**config.mk**
```make
export PLATFORM = sky130hd
export DESIGN_NAME = impix_indicator_ctrl_flat
export DESIGN_NICKNAME = d
export VERILOG_FILES = /design/src/rtl/impix_indicator_ctrl_if.sv /design/src/rtl/impix_indicator_ctrl.sv /design/src/flat_wrapper.sv
export SDC_FILE = /design/constraint.sdc
export NUM_CORES = 1
export LEC_CHECK = 0
export ABC_CLOCK_PERIOD_IN_PS = 3600
export BUFFER_PORTS_ARGS = -buffer_cell sky130_fd_sc_hd__buf_2
export CORE_MARGIN = 3
export CORE_UTILIZATION = 65
export DETAILED_ROUTE_END_ITERATION = 8
export GPL_ROUTABILITY_DRIVEN = 0
export HOLD_SLACK_MARGIN = 0.15
export PLACE_DENSITY_LB_ADDON = 0.25
export SLEW_MARGIN = 15
export SYNTH_ARGS = -nofsm -noshare
export SYNTH_HDL_FRONTEND = slang
export SYNTH_SLANG_ARGS = --single-unit
export TNS_END_PERCENT = 5
```
**constraint.sdc**
```tcl
create_clock -name clk_clk -period 3.6 [get_ports clk_clk]
set_input_delay 0.72 -clock clk_clk [delete_from_list [all_inputs] [get_ports clk_clk]]
set_output_delay 0.72 -clock clk_clk [all_outputs]
set_load 0.02 [all_outputs]
```
**src/rtl/impix_indicator_ctrl_if.sv**
```systemverilog
// impix_indicator_ctrl_if: Avalon-MM slave bus bundle for the indicator controller.
// Signals: avs_address (word address), avs_write/avs_writedata (single-cycle write),
//          avs_read (read strobe), avs_readdata (read data, latency 1).
// Modports: master drives address/strobes/write data, slave returns read data.
interface impix_indicator_ctrl_if #(
    parameter int ADDR_W = 3
);
    logic [ADDR_W-1:0] avs_address;
    logic              avs_write;
    logic [31:0]       avs_writedata;
    logic              avs_read;
    logic [31:0]       avs_readdata;
    modport master (output avs_address, avs_write, avs_writedata, avs_read, input avs_readdata);
    modport slave (input avs_address, avs_write, avs_writedata, avs_read, output avs_readdata);
endinterface

```
**src/rtl/impix_indicator_ctrl.sv**
```systemverilog
// impix_indicator_ctrl: NUM_CH LED indicator channels (OFF/ON/BLINK/PWM) behind an Avalon-MM slave.
// Ports: clk_clk (clock), reset_reset (sync active-high reset),
//        avs (impix_indicator_ctrl_if.slave bus), indicators_export (registered indicator outputs).
// Map: 0 CTRL [0]enable [1]invert; 1 PRESCALE; 2+n CHn [2:0]mode [15:8]duty [23:16]period.
// Option: define IMPIX_IND_ONESHOT_EN to build mode 4 (one-shot pulse of duty ticks, self-clearing).
module impix_indicator_ctrl #(
    parameter int NUM_CH = 4,
    parameter int ADDR_W = 3,
    parameter int PRE_W  = 24
) (
    input  logic                  clk_clk,
    input  logic                  reset_reset,
    impix_indicator_ctrl_if.slave avs,
    output logic [NUM_CH-1:0]     indicators_export
);
    logic [1:0]        ctrl_q, ctrl_d;
    logic [PRE_W-1:0]  pre_q, pre_d, pcnt_q, pcnt_d;
    logic [2:0]        mode_q [NUM_CH];
    logic [2:0]        mode_d [NUM_CH];
    logic [7:0]        duty_q [NUM_CH];
    logic [7:0]        duty_d [NUM_CH];
    logic [7:0]        period_q [NUM_CH];
    logic [7:0]        period_d [NUM_CH];
    logic [7:0]        cnt_q [NUM_CH];
    logic [7:0]        cnt_d [NUM_CH];
    logic [NUM_CH-1:0] phase_q, phase_d, wrap, raw, out_q, out_d;
    logic [31:0]       rdata_q, rdata_d, rmux;
    logic              tick;

    assign tick = pcnt_q == pre_q;

    always_comb begin
        ctrl_d  = ctrl_q;
        pre_d   = pre_q;
        pcnt_d  = tick ? '0 : pcnt_q + 1'b1;
        phase_d = phase_q;
        wrap    = '0;
        raw     = '0;
        rmux    = '0;
        if (avs.avs_address == ADDR_W'(0)) rmux = {30'b0, ctrl_q};
        if (avs.avs_address == ADDR_W'(1)) rmux = 32'(pre_q);
        if (avs.avs_write && avs.avs_address == ADDR_W'(0)) ctrl_d = avs.avs_writedata[1:0];
        if (avs.avs_write && avs.avs_address == ADDR_W'(1)) begin
            pre_d  = avs.avs_writedata[PRE_W-1:0];
            pcnt_d = '0;
        end
        for (int n = 0; n < NUM_CH; n++) begin
            mode_d[n]   = mode_q[n];
            duty_d[n]   = duty_q[n];
            period_d[n] = period_q[n];
            cnt_d[n]    = cnt_q[n];
`ifdef IMPIX_IND_ONESHOT_EN
            // a one-shot counts ticks from its write, so it must not wrap at period
            wrap[n] = cnt_q[n] == period_q[n] && mode_q[n] != 3'd4;
            raw[n]  = mode_q[n] == 3'd1 ? 1'b1 :
                      mode_q[n] == 3'd2 ? phase_q[n] :
                      mode_q[n] == 3'd3 || mode_q[n] == 3'd4 ? cnt_q[n] < duty_q[n] : 1'b0;
            // the tick that ends the duty-th tick period (or the first tick when duty=0) retires the pulse
            if (tick && mode_q[n] == 3'd4 && {1'b0, cnt_q[n]} + 9'd1 >= {1'b0, duty_q[n]}) mode_d[n] = '0;
`else
            wrap[n] = cnt_q[n] == period_q[n];
            raw[n]  = mode_q[n] == 3'd1 ? 1'b1 :
                      mode_q[n] == 3'd2 ? phase_q[n] :
                      mode_q[n] == 3'd3 ? cnt_q[n] < duty_q[n] : 1'b0;
`endif
            if (tick) begin
                cnt_d[n]   = wrap[n] ? '0 : cnt_q[n] + 1'b1;
                phase_d[n] = phase_q[n] ^ wrap[n];
            end
            if (avs.avs_address == ADDR_W'(n + 2)) begin
                rmux = {8'b0, period_q[n], duty_q[n], 5'b0, mode_q[n]};
                if (avs.avs_write) begin
                    mode_d[n]   = avs.avs_writedata[2:0];
                    duty_d[n]   = avs.avs_writedata[15:8];
                    period_d[n] = avs.avs_writedata[23:16];
                    cnt_d[n]    = '0;
                    phase_d[n]  = 1'b0;
                end
            end
        end
        rdata_d = avs.avs_read ? rmux : rdata_q;
        out_d   = ctrl_q[0] ? raw ^ {NUM_CH{ctrl_q[1]}} : '0;
    end

    always_ff @(posedge clk_clk) begin
        if (reset_reset) begin
            ctrl_q  <= '0;
            pre_q   <= '0;
            pcnt_q  <= '0;
            phase_q <= '0;
            out_q   <= '0;
            rdata_q <= '0;
            for (int n = 0; n < NUM_CH; n++) begin
                mode_q[n]   <= '0;
                duty_q[n]   <= '0;
                period_q[n] <= '0;
                cnt_q[n]    <= '0;
            end
        end else begin
            ctrl_q  <= ctrl_d;
            pre_q   <= pre_d;
            pcnt_q  <= pcnt_d;
            phase_q <= phase_d;
            out_q   <= out_d;
            rdata_q <= rdata_d;
            for (int n = 0; n < NUM_CH; n++) begin
                mode_q[n]   <= mode_d[n];
                duty_q[n]   <= duty_d[n];
                period_q[n] <= period_d[n];
                cnt_q[n]    <= cnt_d[n];
            end
        end
    end

    assign indicators_export = out_q;
    assign avs.avs_readdata  = rdata_q;
endmodule

```
**src/flat_wrapper.sv**
```systemverilog
// flat-port wrapper written by rule: the top's interface ports become plain ports
module impix_indicator_ctrl_flat 
#(
    parameter int NUM_CH = 4,
    parameter int ADDR_W = 3,
    parameter int PRE_W  = 24
)
  (clk_clk, reset_reset, indicators_export, avs_avs_address, avs_avs_write, avs_avs_writedata, avs_avs_read, avs_avs_readdata);
  impix_indicator_ctrl_if #(.ADDR_W(ADDR_W)) avs_i ();
  input  logic clk_clk;
  input  logic reset_reset;
  output logic [NUM_CH-1:0] indicators_export;
  input wire logic [$bits(avs_i.avs_address)-1:0] avs_avs_address;
  input wire logic [$bits(avs_i.avs_write)-1:0] avs_avs_write;
  input wire logic [$bits(avs_i.avs_writedata)-1:0] avs_avs_writedata;
  input wire logic [$bits(avs_i.avs_read)-1:0] avs_avs_read;
  output wire logic [$bits(avs_i.avs_readdata)-1:0] avs_avs_readdata;
  assign avs_i.avs_address = avs_avs_address;
  assign avs_i.avs_write = avs_avs_write;
  assign avs_i.avs_writedata = avs_avs_writedata;
  assign avs_i.avs_read = avs_avs_read;
  assign avs_avs_readdata = avs_i.avs_readdata;
  impix_indicator_ctrl #(.NUM_CH(NUM_CH), .ADDR_W(ADDR_W), .PRE_W(PRE_W)) u_core (.clk_clk(clk_clk), .reset_reset(reset_reset), .avs(avs_i), .indicators_export(indicators_export));
endmodule
```
* After elaboration in Yosys (flattened, before gate mapping) *
Memory sizes are Yosys's and may differ from the RTL's.
Index checks and enable logic that the tools add are counted.

operators by class
  equal/unequal tests = 22
  multipliers = 0
  shift operators = 0
  mux-type cells = 89
  reduce and logical (&&, ||, !) cells = 5
  div/mod/pow operators = 0
  add/sub/neg operators = 5
  bitwise logic cells = 22
  $lt $le $gt $ge = 4

operators with widths
  operator               number
  $mux 8                 44
  $mux 24                5
  $mux 3                 12
  $add 8x1->8 const B    4
  $eq 8x8->1             4
  $lt 8x8->1             4
  $eq 3x2->1 const B     10
  $mux 1                 27
  $add 24x1->24 const B  1
  $eq 24x24->1           1
  $or 1x1->1             16
  $eq 3x1->1 const B     5
  $eq 3x3->1 const B     2
  $xor 1x1->1            4
  $xor 4x4->4            1
  $logic_not 3->1        1
  $reduce_or 3->1        1
  $logic_and 1x1->1      2
  $mux 2                 1
  $reduce_or 2->1        1
  $not 1->1              1

word-level totals
  output and inout bits = 36
  input port bits = 39
  register bits after elaboration = 90
  memories = 4
  RAM bits = 108
  bits in read-only memories = 0
  word-level logic and storage cells = 157
  latch bits = 0

memories
  memory           words  bits a word  read ports  clocked after Yosys merged registers in  write ports  line                        RTL
  u_core.cnt_q     4      8            4           0                                        4            impix_indicator_ctrl.sv:24  logic [7:0] cnt_q [NUM_CH];
  u_core.duty_q    4      8            4           0                                        4            impix_indicator_ctrl.sv:20  logic [7:0] duty_q [NUM_CH];
  u_core.period_q  4      8            4           0                                        4            impix_indicator_ctrl.sv:22  logic [7:0] period_q [NUM_CH];
  u_core.mode_q    4      3            4           0                                        4            impix_indicator_ctrl.sv:18  logic [2:0] mode_q [NUM_CH];

* Depth between registers and ports, before layout *
Gate-level depths: netlist of the first run.

  depth in word-level cells = 7
  depth in mapped cells = 10
  gate-level depth less buffers = 8

* Least setup slack after synthesis of the first run *
Ideal clock, no wire load.

  path type = input -> register
  start point = in avs_avs_address[0]
  end point = mem u_core.duty_q[1][0]
  data required time = 3.468 ns
  stages = 7
  arrival = 2.115 ns
  path buffers = 4
  setup slack = 1.353 ns
  cell sequence = buf_2 -> buf_1 -> buf_2 -> nand3_1 -> clkbuf_1 -> nand2_1 -> a21oi_1

RTL lines
  element          line                        RTL
  start, declared  flat_wrapper.sv:13          input wire logic [$bits(avs_i.avs_address)-1:0] avs_avs_address;
  end, declared    impix_indicator_ctrl.sv:20

==> results.yml, run 1 <==
detailed_routing:
  wl_um: 26500
  num_vias: 8518
  drt_iter0_markers: 1187
  vias_per_cell: 6.19
  drc_errors: 0
  wl_per_cell_um: 19.3
  antenna_left: 0
  firstDrtPassIters: 6
synthesis:
  async_flop_share_pct: 0
  syn_area_um2: 9330
  synth-seq-cells: 190
  synth_compound_area_share_pct: 14.9
  ys_types: 46
  synth_top_flop_cell: "dfxtp_1"
  yosys_warnings: 0
  seq_area_frac_synth_pct: 40.8
  synth_edf_count: 0
  yosys-mux-area-fraction_pct: 3.46
  synthAdderAreaFrac_pct: 4.42
  syn_area_per_cell_um2: 8.09
  synth_top_family_by_area: "simple AND/OR/NAND/NOR gates"
  yosys.area_share.simple_pct: 23.0
  synth_cells: 1153
  synthXorXnorAreaFrac_pct: 8.82
clock_network:
  clock_path_buffers: 2
  cts_sinks: 190
  clk_pin_slew_ns: 0.07
  h-tree-depth: 4
  insertion_delay_ns: 0.45
  hold_buffers: 0
  cts_setup_buffers: 0
  cts_resized: 0
  cts_buffers: 17
  cts_tree: "done"
  cts_root_buf: "clkbuf_16"
timing:
  max_freq_mhz: 364
  setup_viol: 0
  hold_viol: 0
  min_period_over_period_pct: 76.3
  rsz0062_at_grt: "false"
  clock_skew_ns: 0.0105
  tns_ns: 0
  tightest_slew_ns: 1.11
  period_needed_ns: 2.75
  maxSlewViolCount: 0
  slew_headroom_pct: 26.2
flow_run:
  drv_cap: 0
finish:
  finalNetCount: 1255
  regArea_um2: 3800
  mostFrequentLayoutCells: "nand2_1 (240), dfxtp_1 (190), a21oi_1 (120)"
  antennaDiodeCount: 0
  drive_above_1_share_pct: 10.5
  final_core_util_pct: 73.3
  area_growth_pct: 9.93
  fillers: 1110
  final_common_cell: "nand2_1"
  multiInputGateArea_um2: 5130
global_route:
  grt_overflow: 0
  grtUsageTotal_pct: 33.1
  grtUsageMet2_pct: 51.0
  met3_usage_pct: 6.28
  grt_pass1_wl_um: 41000
  grt_pass1_vias: 7637
  met1_usage_pct: 43.8
  antenna_found_initial: 0
  grt_max_degree: 66
  grt-busiest-layer: "met2"
power:
  seqPwrFrac_pct: 47.2
  p_sw_share_pct: 28.7
  p_switching_w: 0.00138
  clkPwrFrac_pct: 37.7
  combPwrFrac_pct: 15.1
  irDropWorstVdd_uv: 426
  p_per_area_nw_per_um2: 470
  internal-power_w: 0.00343
  leakage_nw: 3.83
setup_path:
  path_max_fanout: 25
  reg2regPathDepth: 6
  crit_slowest_cell: "or4_1"
  cpPeakStageDelay_ns: 0.68
  rr_startpoint: "u_core.pcnt_q[7]$_SDFF_PP0_"
  reg2reg_slack_ns: 0.85
  arrival_ns: 3.11
  cp-end-kind: "flip-flop"
  critPathRequiredTime_ns: 3.97
  start_kind: "flip-flop"
  crit_type: "flip-flop to flip-flop"
  r2r-end: "u_core.cnt_q[0][27]$_SDFF_PP0_"
  path_cells: "xor2_1 -> nor4_1 -> nand4_1 -> or2_1 -> or4_1 -> a21boi_1"
hold_path:
  worstHoldStart: "u_core.duty_q[0][3]$_SDFFE_PP0P_"
  hold-path-endpoint: "u_core.duty_q[0][3]$_SDFFE_PP0P_"
  min_path_type: "flip-flop to flip-flop"
  worstHoldPathCells: 2
die:
  die_h_um: 126
  chipWidth_um: 126
  coreArea_um2: 14000
  start_util_pct: 66.7
  pin_count: 75
  die-area_um2: 15800
  rows: 43
placement:
  port_buffers: 58
  dpl.hpwl_um: 18200
run_status:
  status: "complete, no violations"
==> power by group through the flow <==
stage,logic [W],registers [W],clock network [W]
after floorplan,0.000503,0.00230,0
after global placement,0.000698,0.00232,0
after detailed placement,0.000710,0.00232,0
after CTS,0.000715,0.00227,0.00181
after global routing,0.000789,0.00228,0.00191
final,0.000729,0.00227,0.00182
==> layer usage <==
metal  wire, µm  share of wire (%)
met5          0                  0
met1      10800                 41
met3       2350                8.8
met2      12000                 45
met4       1440                5.4
==> flip-flops by register name (all words and copies together), names as in the netlist <==
signal and cells:
u_core.cnt_q 32, u_core.duty_q 32, u_core.period_q 32, u_core.avs.avs_readdata 24, u_core.pcnt_q 24, u_core.pre_q 24
u_core.mode_q 12, u_core.indicators_export 4, u_core.phase_q 4, u_core.ctrl_q 2
==> synth_stat cells, types with 9 or more instances <==
library cell	instances	area (µm²)
nand2_1	240	901
dfxtp_1	190	3800
a21oi_1	120	601
nor2_1	88	330
clkbuf_1	50	188
xnor2_1	48	420
xor2_1	46	403
nand3_1	36	180
ha_1	33	413
a22oi_1	32	240
nor3_1	31	155
inv_1	30	113
nand4_1	18	113
o21ai_0	18	90.1
o211a_1	16	160
nor4_1	15	93.8
mux2_2	14	158
mux2i_1	12	120
nand2b_1	12	75.1
and3_1	9	56.3
buf_2	9	45.0
nor2b_1	9	56.3
==> worst max-delay path: cells and delay by family (launching register included) <==
kind	cells	cell delay, ns
AO/OA/AOI/OAI	1	0.17
XOR/XNOR	1	0.17
AND/OR/NAND/NOR	4	1.96
flip-flops	1	0.36
==> logic make-up (layout without fill, tap and decap cells) <==
group | after synthesis | after routing
mux | 28 | 28
buf+inv | 101 | 137
simple gates | 483 | 483
fa+ha+maj | 33 | 33
flops | 190 | 190
other cells | 1 | 8
xor+xnor | 94 | 94
compound gates | 223 | 223
==> stage by stage <==
step           std cells  hold WS [ns]  cell area, µm²  total power [W]  worst slack (ns)
6_report            1376         0.456           10300          0.00482             0.853
3_5_place_dp        1344         0.448            9700          0.00303             0.635
3_3_place_gp        1344         0.442            9700          0.00301             0.655
4_1_cts             1376         0.457           10300          0.00480             0.924
2_1_floorplan       1160         0.436            9360          0.00280              1.35
5_1_grt             1376         0.481           10300          0.00498             0.747
==> worst max-delay path by stage <==
stage	startpoint	to	slack, ns	depth (start not counted)
floorplan	avs_avs_address[0]	u_core.duty_q[1][0]$_SDFFE_PP0P_	1.35	7
global placement	avs_avs_address[0]	u_core.period_q[3][3]$_SDFFE_PP0P_	0.66	7
detailed placement	avs_avs_address[0]	u_core.period_q[3][4]$_SDFFE_PP0P_	0.64	7
CTS	u_core.pcnt_q[7]$_SDFF_PP0_	u_core.cnt_q[0][27]$_SDFF_PP0_	0.92	6
global route	u_core.pcnt_q[7]$_SDFF_PP0_	u_core.cnt_q[0][19]$_SDFF_PP0_	0.75	6
finish	u_core.pcnt_q[7]$_SDFF_PP0_	u_core.cnt_q[0][27]$_SDFF_PP0_	0.85	6
==> cell type report <==
cell class                 instances  area share [%]
clock buffer                      22            4.62
sequential                       190            37.1
clock inverter                    10           0.866
tap                              180            2.20
timing repair buffer              75            4.10
multi-input combinational        869            50.0
inverter                          30            1.10
Note: power is estimated with default switching activity, not from simulation.
==> inputs of run 2 (changes only) <==
--- a/config.mk
+++ b/config.mk
@@ -5,10 +5,10 @@
 export SDC_FILE = /design/constraint.sdc
 export NUM_CORES = 1
 export LEC_CHECK = 0
-export ABC_CLOCK_PERIOD_IN_PS = 3600
+export ABC_CLOCK_PERIOD_IN_PS = 2200
 export BUFFER_PORTS_ARGS = -buffer_cell sky130_fd_sc_hd__buf_2
 export CORE_MARGIN = 3
-export CORE_UTILIZATION = 65
+export CORE_UTILIZATION = 54
 export DETAILED_ROUTE_END_ITERATION = 8
 export GPL_ROUTABILITY_DRIVEN = 0
 export HOLD_SLACK_MARGIN = 0.15
==> constraint.sdc (replaced) <==
create_clock -name clk_clk -period 2.2 [get_ports clk_clk]
set_input_delay 0.44 -clock clk_clk [delete_from_list [all_inputs] [get_ports clk_clk]]
set_output_delay 0.44 -clock clk_clk [all_outputs]
set_load 0.02 [all_outputs]
==> run 2 against run 1 <==
Effect of this change: the run now ends with negative setup slack left; first-iteration DRC count down 19%; count of clock-buffer cells in the layout is 2 higher; critical endpoint is now u_core.cnt_q[0][9]$_SDFF_PP0_; combinational power is 110% higher; hold slack worse by 0.22 ns; setup slack lost 0.93 ns; global-route usage shrank 2.9 points.
==> results.yml, run 2 (synthesized netlist as in run 1, its figures left out) <==
power:
  irDropWorstVdd_uv: 572
  combPwrFrac_pct: 18.3
  p_per_area_nw_per_um2: 762
  clkPwrFrac_pct: 37.9
  p_switching_w: 0.00239
  internal-power_w: 0.00608
  seqPwrFrac_pct: 43.9
  p_sw_share_pct: 28.2
  leakage_nw: 4.31
global_route:
  antenna_found_initial: 0
  grt_pass1_wl_um: 43400
  grtUsageTotal_pct: 30.2
  grt_pass1_vias: 8155
  grt_max_degree: 40
  grt_overflow: 0
timing:
  rsz0062_at_grt: "true"
  tightest_slew_ns: 0.508
  min_period_over_period_pct: 103
  fin_ws_ns: -0.0725
  clock_skew_ns: 0.00961
  max_freq_mhz: 440
  hold_viol: 0
  period_needed_ns: 2.27
  tns_ns: -0.518
  maxSlewViolCount: 0
  setup_viol: 11
  slew_headroom_pct: 66.1
flow_run:
  drv_cap: 0
setup_path:
  rr_startpoint: "u_core.pre_q[14]$_SDFFE_PP0P_"
  r2r-end: "u_core.cnt_q[0][9]$_SDFF_PP0_"
  reg2reg_slack_ns: -0.07
  reg2regPathDepth: 9
  endpoint: "u_core.cnt_q[0][9]$_SDFF_PP0_"
  arrival_ns: 2.58
  path_max_fanout: 6
  crit_type: "flip-flop to flip-flop"
  cp-end-kind: "flip-flop"
  start_kind: "flip-flop"
  startpoint: "u_core.pre_q[14]$_SDFFE_PP0P_"
  critPathRequiredTime_ns: 2.51
detailed_routing:
  drc_errors: 0
  vias_per_cell: 5.90
  antenna_left: 0
  drt_iter0_markers: 958
  wl_um: 28900
  wl_per_cell_um: 19.3
  firstDrtPassIters: 5
  num_vias: 8817
finish:
  final_cells: 1494
  multiInputGateArea_um2: 5230
  regArea_um2: 3810
  area_growth_pct: 19.1
  final_common_cell: "nand2_1"
  drive_above_1_share_pct: 17.7
  finalNetCount: 1333
  mostFrequentLayoutCells: "nand2_1 (240), dfxtp_1 (187), a21oi_1 (118)"
  final_core_util_pct: 66.3
  reg_top3: "u_core.cnt_q (32), u_core.duty_q (32), u_core.period_q (32)"
  fillers: 1402
  antennaDiodeCount: 0
clock_network:
  clock_path_buffers: 2
  hold_buffers: 0
  cts_tree: "done"
  clk_pin_slew_ns: 0.07
  insertion_delay_ns: 0.43
  cts_root_buf: "clkbuf_16"
  cts_sinks: 190
  h-tree-depth: 4
  cts_buffers: 17
placement:
  dpl.hpwl_um: 20500
  port_buffers: 58
  placed_cells: 1453
die:
  start_util_pct: 55.7
  rows: 47
  pin_count: 75
  coreArea_um2: 16800
  chipWidth_um: 137
  die-area_um2: 18900
  die_h_um: 137
hold_path:
  min_path_type: "primary input to flip-flop"
  worstHoldPathCells: 3
run_status:
  violations: "negative setup slack"
  status: "complete, but fails checks"
[run 2: changes by cell type in the layout (fill, tap and decap cells not counted), sizes merged]
cell and change:
buf +77, bufinv +1, clkbuf +3, clkinv -2, clkinvlp -2, inv +1
[run 2: final cells by class]
class,instances,area share [%]
multi-input cells,869,47.0
flip-flops and latches,190,34.3
repair buffers,153,9.68
clock buffers,24,4.61
well taps,220,2.48
inverters,30,1.01
clock inverters,8,0.923
[run 2: layer usage]
layer | up-vias | GRT usage [%] | share of wire [%]
met5 | - | 0 | 0
met4 | 0 | 12.5 | 3.7
met3 | 69 | 6.03 | 8.2
met2 | 417 | 48.9 | 47
met1 | 4185 | 39.4 | 41
li1 | 4146 | - | -
[run 2: what timing repair did]
| item | in CTS | in global routing |
|---|---|---|
| resized for setup | 5 | 26 |
| setup endpoints to repair | 50 | 55 |
| cloned | 0 | 1 |
| pin swaps | 13 | 14 |
| buffers inserted | 3 | 5 |
[run 2: metrics by stage]
step	setup WS [ns]	hold slack, ns	area [µm²]	power [W]
6_report	-0.0725	0.238	11100	0.00846
5_1_grt	-0.128	0.251	11100	0.00875
4_1_cts	-0.0684	0.232	11000	0.00828
3_5_place_dp	-0.113	0.446	10300	0.00508
3_3_place_gp	-0.0826	0.441	10300	0.00506
2_1_floorplan	0.175	0.436	9360	0.00459
[run 2: how the worst min path moves through the flow]
stage	start	to	slack, ns
global route	avs_avs_writedata[3]	u_core.pre_q[3]$_SDFFE_PP0P_	0.25
finish	avs_avs_writedata[6]	u_core.pre_q[6]$_SDFFE_PP0P_	0.24
CTS	avs_avs_writedata[4]	u_core.pre_q[4]$_SDFFE_PP0P_	0.23
global placement	u_core.duty_q[0][7]$_SDFFE_PP0P_	u_core.duty_q[0][7]$_SDFFE_PP0P_	0.44
detailed placement	u_core.duty_q[0][2]$_SDFFE_PP0P_	u_core.duty_q[0][2]$_SDFFE_PP0P_	0.45
floorplan	u_core.duty_q[0][1]$_SDFFE_PP0P_	u_core.duty_q[0][1]$_SDFFE_PP0P_	0.44
[run 2: worst max-delay path: stages (launching register included)]
cell	delay [ns]
dfxtp_2	0.33
xor2_1	0.15
nor4_1	0.30
buf_4	0.17
nand4_1	0.18
or2_4	0.33
buf_12	0.14
buf_8	0.12
o31ai_4	0.35
a21oi_1	0.06
[run 2: power groups by stage]
stage          sequential, W  clock (W)  combinational [W]
2_1_floorplan        0.00377          0           0.000823
6_report             0.00371    0.00320            0.00155
3_3_place_gp         0.00378          0            0.00128
3_5_place_dp         0.00378          0            0.00130
4_1_cts              0.00371    0.00322            0.00135
5_1_grt              0.00372    0.00336            0.00166
==> inputs of run 3 (changes only) <==
--- a/config.mk
+++ b/config.mk
@@ -11,8 +11,10 @@
 export CORE_UTILIZATION = 54
 export DETAILED_ROUTE_END_ITERATION = 8
 export GPL_ROUTABILITY_DRIVEN = 0
+export GPL_TIMING_DRIVEN = 0
 export HOLD_SLACK_MARGIN = 0.15
 export PLACE_DENSITY_LB_ADDON = 0.25
+export RECOVER_POWER = 25
 export SLEW_MARGIN = 15
 export SYNTH_ARGS = -nofsm -noshare
 export SYNTH_HDL_FRONTEND = slang
==> run 3 against run 2 <==
Effect of this change: the flow now finishes without violations; hold slack worse by 0.0016 ns; total power fell by 3.2%; clock power decreased by 3%; sequential power barely moved; die area unchanged; combinational power shrank 14%; maximum frequency up 3.5%; clock skew is essentially flat; setup slack better by 0.077 ns; utilization is 2.9 points lower; non-clock buffer count fell by 25; highest routed layer unchanged.
==> results.yml, run 3 (synthesized netlist as in run 1, its figures left out) <==
detailed_routing:
  drc_errors: 0
  vias_per_cell: 5.95
  firstDrtPassIters: 6
  antenna_left: 0
  wl_um: 29200
  wl_per_cell_um: 19.9
  num_vias: 8747
  drt_iter0_markers: 1068
timing:
  setup_viol: 0
  period_needed_ns: 2.20
  rsz0062_at_grt: "true"
  tns_ns: 0
  fin_ws_ns: 0.00440
  maxSlewViolCount: 0
  max_freq_mhz: 455
  tightest_slew_ns: 0.692
  hold_viol: 0
  clock_skew_ns: 0.00933
  min_period_over_period_pct: 99.8
  slew_headroom_pct: 53.9
global_route:
  grtUsageTotal_pct: 31.2
  antenna_found_initial: 0
  grt_pass1_vias: 8121
  grt_max_degree: 17
  grt_pass1_wl_um: 44600
  grt_overflow: 0
finish:
  finalNetCount: 1308
  drive_above_1_share_pct: 10.0
  area_growth_pct: 13.9
  final_common_cell: "nand2_1"
  reg_top3: "u_core.cnt_q (32), u_core.duty_q (32), u_core.period_q (32)"
  fin_area_um2: 10600
  final_core_util_pct: 63.4
  mostFrequentLayoutCells: "nand2_1 (239), dfxtp_1 (182), a21oi_1 (118)"
  fillers: 1529
  antennaDiodeCount: 0
power:
  leakage_nw: 3.82
  p_per_area_nw_per_um2: 771
  irDropWorstVdd_uv: 586
clock_network:
  insertion_delay_ns: 0.44
  clk_pin_slew_ns: 0.07
  hold_buffers: 0
  h-tree-depth: 4
  clock_path_buffers: 2
  cts_buffers: 17
  cts_root_buf: "clkbuf_16"
  cts_sinks: 190
  cts_tree: "done"
die:
  start_util_pct: 55.7
  rows: 47
  die-area_um2: 18900
  pin_count: 75
  coreArea_um2: 16800
  die_h_um: 137
  chipWidth_um: 137
setup_path:
  crit_type: "flip-flop to flip-flop"
  path_max_fanout: 7
  path_cells: "xor2_1 -> nor4_2 -> nand4_1 -> buf_4 -> or2_4 -> or4_1 -> a21oi_1"
  critPathRequiredTime_ns: 2.57
  cp-end-kind: "flip-flop"
  start_kind: "flip-flop"
  crit_slowest_cell: "or4_1"
  reg2reg_slack_ns: 0.004
  cpPeakStageDelay_ns: 0.51
  arrival_ns: 2.57
flow_run:
  drv_cap: 0
run_status:
  status: "complete, no violations"
placement:
  dpl.hpwl_um: 21500
  place_ws_ns: -0.649
  dpl_cell_area_um2: 9910
  port_buffers: 56
hold_path:
  min_path_type: "primary input to flip-flop"
-- run 3: changes by cell type in the layout (fill, tap and decap cells not counted), moves of 3 or more --
cell,delta
dfxtp_1,-5
dfxtp_2,+5
o31ai_1,+3
buf_4,-76
buf_12,-3
o31ai_2,-3
buf_2,-24
nor4_1,-6
clkbuf_1,+77
nor4_2,+4
-- run 3: repair_timing --
item,in CTS,in global routing
setup buffers,3,0
hold endpoints to repair,0,0
endpoints found under the setup margin,58,62
pin swaps,4,5
gates resized for setup,12,26
-- run 3: path summary, 6_finish.rpt --
path	to	cells past startpoint	start
hold / removal	u_core.pre_q[6]$_SDFFE_PP0P_	3	avs_avs_writedata[6]
hold reg to reg	u_core.duty_q[0][4]$_SDFFE_PP0P_	2	u_core.duty_q[0][4]$_SDFFE_PP0P_
setup reg to reg	u_core.cnt_q[0][31]$_SDFF_PP0_	7	u_core.pcnt_q[20]$_SDFF_PP0_
setup / recovery	u_core.cnt_q[0][31]$_SDFF_PP0_	7	u_core.pcnt_q[20]$_SDFF_PP0_
-- run 3: area by class of cell --
type | count | area [µm²] | share of cell area, %
plain buffers | 69 | 317 | 2.98
clock buffers | 25 | 526 | 4.94
clock inverters | 7 | 75.1 | 0.706
inverters | 30 | 113 | 1.06
multi-input cells | 869 | 5250 | 49.3
flip-flops and latches | 190 | 3810 | 35.9
well taps | 220 | 275 | 2.59
repair buffers | 59 | 267 | 2.51
-- run 3: through the flow --
stage | power (W) | cells | hold WS [ns]
after CTS | 0.00815 | 1469 | 0.221
final | 0.00820 | 1469 | 0.236
after detailed placement | 0.00501 | 1436 | 0.449
after floorplan | 0.00459 | 1160 | 0.436
after global placement | 0.00499 | 1436 | 0.442
after global routing | 0.00846 | 1469 | 0.242
-- run 3: report_power, final --
| part | internal [W] | switching (W) |
|---|---|---|
| clock | 0.00178 | 0.00135 |
| sequential | 0.00357 | 0.000160 |
| combinational | 0.000471 | 0.000873 |
| total | 0.00582 | 0.00238 |
-- run 3: per-layer routing --
layer	GRT usage, %	wire, µm	up-vias
li1	-	-	4098
met1	42.2	12300	4148
met2	48.2	13100	412
met3	5.51	2570	89
met4	15.5	1220	0
met5	0	0	-
-- run 3: worst max-delay path: cells and delay by family (launching register included) --
family | cells | cell delay, ns
xor gates and xnor gates | 1 | 0.14
AOI/OAI and AO/OA | 1 | 0.15
buffers and inverters | 1 | 0.19
and+or+nand+nor | 4 | 1.23
DFF | 1 | 0.42
